## src/rtl/gaussian_scan_sched_pkg.sv

```systemverilog
// Shared types and helpers for the Gaussian scan scheduler.
package gaussian_pkg;

    typedef enum logic [1:0] {
        IDLE  = 2'd0,
        SCAN  = 2'd1,
        DRAIN = 2'd2,
        DONE  = 2'd3
    } state_t;

    localparam int unsigned ADDRLEN_DEF = 21;

    typedef logic [ADDRLEN_DEF-1:0] addr_t;

    function automatic int unsigned halo(input int unsigned width);
        return (width - 1) / 2;
    endfunction

endpackage

```

## src/rtl/gaussian_scan_sched_if.sv

```systemverilog
// DRAM read-request and result write-out handshake of the scan scheduler.
interface gaussian_scan_sched_if #(
    parameter int unsigned ADDRLEN = 21
);
    logic               ren;
    logic [ADDRLEN-1:0] raddr;
    logic               core_en;
    logic               out_valid;
    logic               out_ready;
    logic               wen;
    logic [ADDRLEN-1:0] waddr;

    modport master (
        output ren, raddr, core_en, out_valid, wen, waddr,
        input  out_ready
    );

    modport slave (
        input  ren, raddr, core_en, out_valid, wen, waddr,
        output out_ready
    );
endinterface

```

## src/rtl/gaussian_scan_sched_scan_pipe.sv

```systemverilog
// Fixed-latency valid/address delay line tracking reads through DRAM + core.
module scan_pipe #(
    parameter int unsigned PIPE_LAT = 3,
    parameter int unsigned ADDRLEN  = 21
) (
    input  logic               clk,
    input  logic               rst,
    input  logic               shift_en,
    input  logic               flush,
    input  logic               in_valid,
    input  logic [ADDRLEN-1:0] in_addr,
    output logic               out_valid,
    output logic [ADDRLEN-1:0] out_addr,
    output logic               empty_next
);

    logic [PIPE_LAT-1:0] vld_q;
    logic [ADDRLEN-1:0]  adr_q [PIPE_LAT];
    logic                body_busy;

    always_ff @(posedge clk or negedge rst) begin
        if (!rst) begin
            vld_q <= '0;
        end else if (flush) begin
            vld_q <= '0;
        end else if (shift_en) begin
            vld_q[0] <= in_valid;
            for (int unsigned i = 1; i < PIPE_LAT; i++) begin
                vld_q[i] <= vld_q[i-1];
            end
        end
    end

    always_ff @(posedge clk or negedge rst) begin
        if (!rst) begin
            for (int unsigned i = 0; i < PIPE_LAT; i++) begin
                adr_q[i] <= '0;
            end
        end else if (shift_en) begin
            adr_q[0] <= in_addr;
            for (int unsigned i = 1; i < PIPE_LAT; i++) begin
                adr_q[i] <= adr_q[i-1];
            end
        end
    end

    // Emptiness as it will be after this edge: the tail leaves whenever we shift.
    always_comb begin
        body_busy = 1'b0;
        for (int unsigned i = 0; i + 1 < PIPE_LAT; i++) begin
            body_busy = body_busy | vld_q[i];
        end
        empty_next = shift_en ? ~(body_busy | in_valid) : ~(|vld_q);
    end

    assign out_valid = vld_q[PIPE_LAT-1];
    assign out_addr  = adr_q[PIPE_LAT-1];

endmodule

```

## src/rtl/gaussian_scan_sched.sv

```systemverilog
// Walks every valid WIDTHxWIDTH window of a ROWxCOL frame, issuing DRAM reads
// and emitting the matching centre-pixel write address after PIPE_LAT cycles.
module gaussian_scan_sched
    import gaussian_pkg::*;
#(
    parameter int unsigned ROW      = 720,
    parameter int unsigned COL      = 1280,
    parameter int unsigned WIDTH    = 7,
    parameter int unsigned ADDRLEN  = 21,
    parameter int unsigned PIPE_LAT = 3
) (
    input  logic                 clk,
    input  logic                 rst,
    input  logic                 start,
    input  logic                 abort,
    gaussian_scan_sched_if.master bus,
    output logic                 busy,
    output logic                 done
);

    localparam int unsigned HALO = halo(WIDTH);

    localparam logic [ADDRLEN-1:0] ROW_LAST   = ADDRLEN'(ROW - WIDTH);
    localparam logic [ADDRLEN-1:0] COL_LAST   = ADDRLEN'(COL - WIDTH);
    localparam logic [ADDRLEN-1:0] COL_STEP   = ADDRLEN'(COL);
    localparam logic [ADDRLEN-1:0] CENTER_OFS = ADDRLEN'(HALO * COL + HALO);
    localparam logic [ADDRLEN-1:0] ONE        = ADDRLEN'(1);

    if ((longint'(ROW) * longint'(COL)) > (longint'(1) << ADDRLEN)) begin : g_addr_check
        $error("gaussian_scan_sched: ROW*COL does not fit in ADDRLEN bits");
    end
    if ((WIDTH % 2) == 0 || WIDTH > ROW || WIDTH > COL || PIPE_LAT < 1) begin : g_param_check
        $error("gaussian_scan_sched: WIDTH must be odd and fit the frame, PIPE_LAT >= 1");
    end

    state_t             state_q, state_d;
    logic [ADDRLEN-1:0] row_q, col_q, base_q;
    logic [ADDRLEN-1:0] rd_addr;
    logic               advance;
    logic               issue;
    logic               last_win;
    logic               pipe_valid;
    logic [ADDRLEN-1:0] pipe_addr;
    logic               pipe_empty_next;

    assign advance  = ~(pipe_valid & ~bus.out_ready);
    assign last_win = (row_q == ROW_LAST) && (col_q == COL_LAST);
    assign rd_addr  = base_q + col_q;

    always_ff @(posedge clk or negedge rst) begin
        if (!rst) begin
            state_q <= IDLE;
        end else begin
            state_q <= state_d;
        end
    end

    always_comb begin
        state_d = state_q;
        if (abort) begin
            state_d = IDLE;
        end else begin
            case (state_q)
                IDLE:    if (start) state_d = SCAN;
                SCAN:    if (issue && last_win) state_d = DRAIN;
                DRAIN:   if (pipe_empty_next) state_d = DONE;
                DONE:    state_d = IDLE;
                default: state_d = IDLE;
            endcase
        end
    end

    always_comb begin
        issue = (state_q == SCAN) && advance;
        busy  = (state_q == SCAN) || (state_q == DRAIN);
        done  = (state_q == DONE);
    end

    // Row base accumulates COL per wrapped row, avoiding a row*COL multiply.
    always_ff @(posedge clk or negedge rst) begin
        if (!rst) begin
            row_q  <= '0;
            col_q  <= '0;
            base_q <= '0;
        end else if (abort || state_q == IDLE) begin
            row_q  <= '0;
            col_q  <= '0;
            base_q <= '0;
        end else if (issue) begin
            if (col_q == COL_LAST) begin
                col_q <= '0;
                if (row_q == ROW_LAST) begin
                    row_q  <= '0;
                    base_q <= '0;
                end else begin
                    row_q  <= row_q + ONE;
                    base_q <= base_q + COL_STEP;
                end
            end else begin
                col_q <= col_q + ONE;
            end
        end
    end

    scan_pipe #(
        .PIPE_LAT (PIPE_LAT),
        .ADDRLEN  (ADDRLEN)
    ) u_scan_pipe (
        .clk        (clk),
        .rst        (rst),
        .shift_en   (advance),
        .flush      (abort),
        .in_valid   (issue),
        .in_addr    (rd_addr + CENTER_OFS),
        .out_valid  (pipe_valid),
        .out_addr   (pipe_addr),
        .empty_next (pipe_empty_next)
    );

    assign bus.ren       = issue;
    assign bus.raddr     = rd_addr;
    assign bus.core_en   = advance;
    assign bus.out_valid = pipe_valid;
    assign bus.wen       = pipe_valid & bus.out_ready;
    assign bus.waddr     = pipe_addr;

endmodule

```

## src/flat_wrapper.sv

```systemverilog
// flat-port wrapper written by rule: the top's interface ports become plain ports
module gaussian_scan_sched_flat import gaussian_pkg::*;
#(
    parameter int unsigned ROW      = 720,
    parameter int unsigned COL      = 1280,
    parameter int unsigned WIDTH    = 7,
    parameter int unsigned ADDRLEN  = 21,
    parameter int unsigned PIPE_LAT = 3
)
  (clk, rst, start, abort, busy, done, bus_ren, bus_raddr, bus_core_en, bus_out_valid, bus_wen, bus_waddr, bus_out_ready);
  gaussian_scan_sched_if #(.ADDRLEN(ADDRLEN)) bus_i ();
  input  logic clk;
  input  logic rst;
  input  logic start;
  input  logic abort;
  output logic busy;
  output logic done;
  output wire logic [$bits(bus_i.ren)-1:0] bus_ren;
  output wire logic [$bits(bus_i.raddr)-1:0] bus_raddr;
  output wire logic [$bits(bus_i.core_en)-1:0] bus_core_en;
  output wire logic [$bits(bus_i.out_valid)-1:0] bus_out_valid;
  output wire logic [$bits(bus_i.wen)-1:0] bus_wen;
  output wire logic [$bits(bus_i.waddr)-1:0] bus_waddr;
  input wire logic [$bits(bus_i.out_ready)-1:0] bus_out_ready;
  assign bus_ren = bus_i.ren;
  assign bus_raddr = bus_i.raddr;
  assign bus_core_en = bus_i.core_en;
  assign bus_out_valid = bus_i.out_valid;
  assign bus_wen = bus_i.wen;
  assign bus_waddr = bus_i.waddr;
  assign bus_i.out_ready = bus_out_ready;
  gaussian_scan_sched #(.ROW(ROW), .COL(COL), .WIDTH(WIDTH), .ADDRLEN(ADDRLEN), .PIPE_LAT(PIPE_LAT)) u_core (.clk(clk), .rst(rst), .start(start), .abort(abort), .bus(bus_i), .busy(busy), .done(done));
endmodule
```

## config.mk

```make
export PLATFORM = sky130hd
export DESIGN_NAME = gaussian_scan_sched_flat
export DESIGN_NICKNAME = d
export VERILOG_FILES = /design/src/rtl/gaussian_scan_sched_pkg.sv /design/src/rtl/gaussian_scan_sched_if.sv /design/src/rtl/gaussian_scan_sched_scan_pipe.sv /design/src/rtl/gaussian_scan_sched.sv /design/src/flat_wrapper.sv
export SDC_FILE = /design/constraint.sdc
export NUM_CORES = 1
export LEC_CHECK = 0
export ABC_AREA = 1
export ABC_CLOCK_PERIOD_IN_PS = 1800
export CORE_MARGIN = 5
export CORE_UTILIZATION = 45
export CTS_CLUSTER_SIZE = 40
export DETAILED_ROUTE_END_ITERATION = 12
export GPL_TIMING_DRIVEN = 0
export PLACE_DENSITY = 0.75
export SLEW_MARGIN = 20
export SYNTH_ARGS = -nofsm -noshare
export SYNTH_HDL_FRONTEND = slang
export SYNTH_SLANG_ARGS = --single-unit
```

## constraint.sdc

```tcl
create_clock -name clk -period 1.8 [get_ports clk]
set_input_delay 0.45 -clock clk [delete_from_list [all_inputs] [get_ports clk]]
set_output_delay 0.45 -clock clk [all_outputs]
set_load 0.1 [all_outputs]
```

==> flow_summary.json <==
{
  "grt_max_degree": 76,
  "status": "finished with violations",
  "intPower_mw": 7.16,
  "rsz0062_at_grt": "yes",
  "firstDrtPassIters": 6,
  "synth_warnings": 0,
  "rr_worst_depth": 13,
  "grt_pass1_wl_mm": 35.8,
  "routed_wl_mm": 27.7,
  "num_vias": 8158,
  "synth-seq-cells": 123,
  "synth-compound-area-share_pct": 7.88,
  "clockBufferDepth": 2,
  "grt_pass1_vias": 7358,
  "insertion_delay_ps": 430,
  "synth_top_family_by_area": "simple AND/OR/NAND/NOR gates",
  "drv_slew": 0,
  "arrival_ps": 2210,
  "ir_drop_v": 0.00188,
  "finalHoldViolations": 0,
  "avgSynthCellArea_um2": 7.47,
  "design.core.area_mm2": 0.0159,
  "clock_sinks": 123,
  "cts_tree": "done",
  "final_area_mm2": 0.0120,
  "synthXorXnorAreaFrac_pct": 3.00,
  "p_comb_share_pct": 41.3,
  "fin_crit_ps": 2660,
  "fin_cells": 1418,
  "cts_made_buffers": 17,
  "max_freq_ghz": 0.375,
  "routedWlPerCell_um": 19.6,
  "fp.dieW_um": 137,
  "drv_cap": 0,
  "netSwitchingFraction_pct": 36.5,
  "critical_path_class": "reg -> out",
  "final.setup.tns_ps": -22160,
  "start_util_pct": 45.9,
  "synth-simple-area-share_pct": 32.3,
  "antenna_found_initial": 0,
  "clkPwrFrac_pct": 32.2,
  "setup_viol": 85,
  "maxSlewHeadroom_pct": 55.0,
  "utilization_pct": 75.3,
  "ys_seq_area_share_pct": 42.2,
  "die_y_um": 137,
  "power_mw": 11.3,
  "grt.overflow.total": 0,
  "synthAdderAreaFrac_pct": 3.95,
  "dpl.hpwl_mm": 13.6,
  "drive_above_1_share_pct": 48.8,
  "root_buffer": "clkbuf_16",
  "synth.distinct_cells": 46,
  "nNetsFinal": 1217,
  "worstMarginPinSlew_ps": 675,
  "critPathCaptureType": "output port",
  "syn_nets": 1004,
  "cts_max_level": 4,
  "worst_hold_path.num_cells": 2,
  "cp.required_ps": 1350,
  "holdWs_ps": 386,
  "cp_max_fo": 6,
  "dpl_cell_area_mm2": 0.00863,
  "syn_to_final_growth_pct": 64.0,
  "final_cell_mix": "nand2_1 (234), buf_4 (124), dfrtp_1 (98)",
  "clk_pin_slew_ps": 70,
  "grt.total_usage_pct": 24.0,
  "powerDensity_mw_per_mm2": 943,
  "crit_path_start_kind": "flop",
  "port_buffers": 51,
  "layout_commonest_cell": "nand2_1",
  "seq_power_share_pct": 26.4,
  "placementRows": 46,
  "skew_ps": 12.5,
  "diodes": 0,
  "setup_ws_ps": -864,
  "dp.cells": 1244,
  "p_leak_nw": 5.67,
  "drc_errors": 0,
  "violations": "setup timing",
  "die_area_mm2": 0.0188,
  "power.switching_mw": 4.11,
  "gp_congestion": 0.954,
  "fin_crit_sh_pct": 148,
  "viasPerCell": 5.75,
  "drtIter0Drc": 765,
  "syn_area_mm2": 0.00729,
  "synthMuxAreaShare_pct": 0,
  "place_ws_ps": -1390,
  "hold_class": "in -> reg",
  "io_pins": 53,
  "ant_nets": 0,
  "syn_inst": 976
}
[cell families (layout without fill, tap and decap cells)]
family                   Yosys count  after routing
AND/OR/NAND/NOR                  534            534
buffers and inverters            174            400
flip-flops                       123            123
AO/OA/AOI/OAI                     97             97
XOR/XNOR                          25             25
adder cells (fa/ha/maj)           23             23
[power groups by stage]
stage / clock network, mW / logic (mW) / registers, mW
after floorplan: 0 / 1.85 / 3.03
after global placement: 0 / 2.49 / 3.03
after detailed placement: 0 / 2.50 / 3.03
after CTS: 3.60 / 3.73 / 2.97
after global routing: 3.76 / 4.82 / 2.99
final: 3.64 / 4.66 / 2.98
[state kept, by name, summed over array words and instances (netlist names)]
register                     cells
u_core.u_scan_pipe.adr_q        42
u_core.col_q                    21
u_core.row_q                    21
u_core.u_scan_pipe.out_addr     21
u_core.base_q                   13
u_core.u_scan_pipe.vld_q         3
u_core.state_q                   2
[repair_timing]
| action | CTS | global route |
|---|---|---|
| endpoints found under the setup margin | 128 | 106 |
| gates cloned | 4 | 2 |
| hold endpoints to repair | 48 | 0 |
| resized for setup | 508 | 238 |
| pin swaps | 58 | 85 |
| buffers inserted | 76 | 70 |
| hold buffers | 1 | 0 |
[critical path, cell delays in order (launching register included)]
cell and delay, ps:
dfrtp_2 440, ha_4 270, nand2_1 110, nand2_2 110, a21oi_2 240, nand4_1 300
nand2_8 140, buf_12 170
[synthesized netlist by cell type, drive strengths merged]
master,instances,area [um^2]
nand4,28,175
ha,23,288
a2bb2oi,3,26.3
xnor2,5,43.8
nand2,316,1210
a21oi,18,90.1
nor3,26,161
o22ai,10,62.6
o21ai,41,205
dfrtp,123,3080
o211ai,1,7.51
o211a,1,10.0
o21bai,3,22.5
or2,4,25.0
nand3,55,280
a41oi,1,8.76
a31oi,9,56.3
clkbuf,16,60.1
nor3b,4,30.0
inv,119,449
o31ai,4,40.0
and3,3,18.8
xor2,20,175
buf,37,263
nor4,11,68.8
nand3b,2,15.0
clkinv,2,7.51
a22oi,6,45.0
nor2,85,363
[cell type report]
cell class	count	area [um^2]
inverter	121	529
clock buffer	19	453
fill	960	3930
sequential	123	3110
buffer	50	388
clock inverter	13	168
multi-input combinational	679	5030
tap	216	270
timing repair buffer	197	2000
[routing by layer]
metal  wire, um  up-vias  GRT usage [%]
met3       1770      142           3.91
met5          0        -              0
met2      14400      513           42.4
met4       1630        0           10.4
li1           -     3566              -
met1       9920     3937           28.8
[path summary, 6_finish.rpt]
path                                         startpoint                              to  slack, ps
setup / recovery                       u_core.col_q[14]                   bus_raddr[17]       -860
max in group asynchronous                           rst                u_core.col_q[17]        510
hold reg to reg            u_core.u_scan_pipe.adr_q[27]  u_core.u_scan_pipe.out_addr[6]        470
min in group asynchronous                           rst  u_core.u_scan_pipe.out_addr[5]        530
setup reg to reg                       u_core.col_q[14]    u_core.u_scan_pipe.adr_q[62]       -620
hold / removal                                    abort     u_core.u_scan_pipe.vld_q[2]        390
Power figures use the tool's default switching activity.
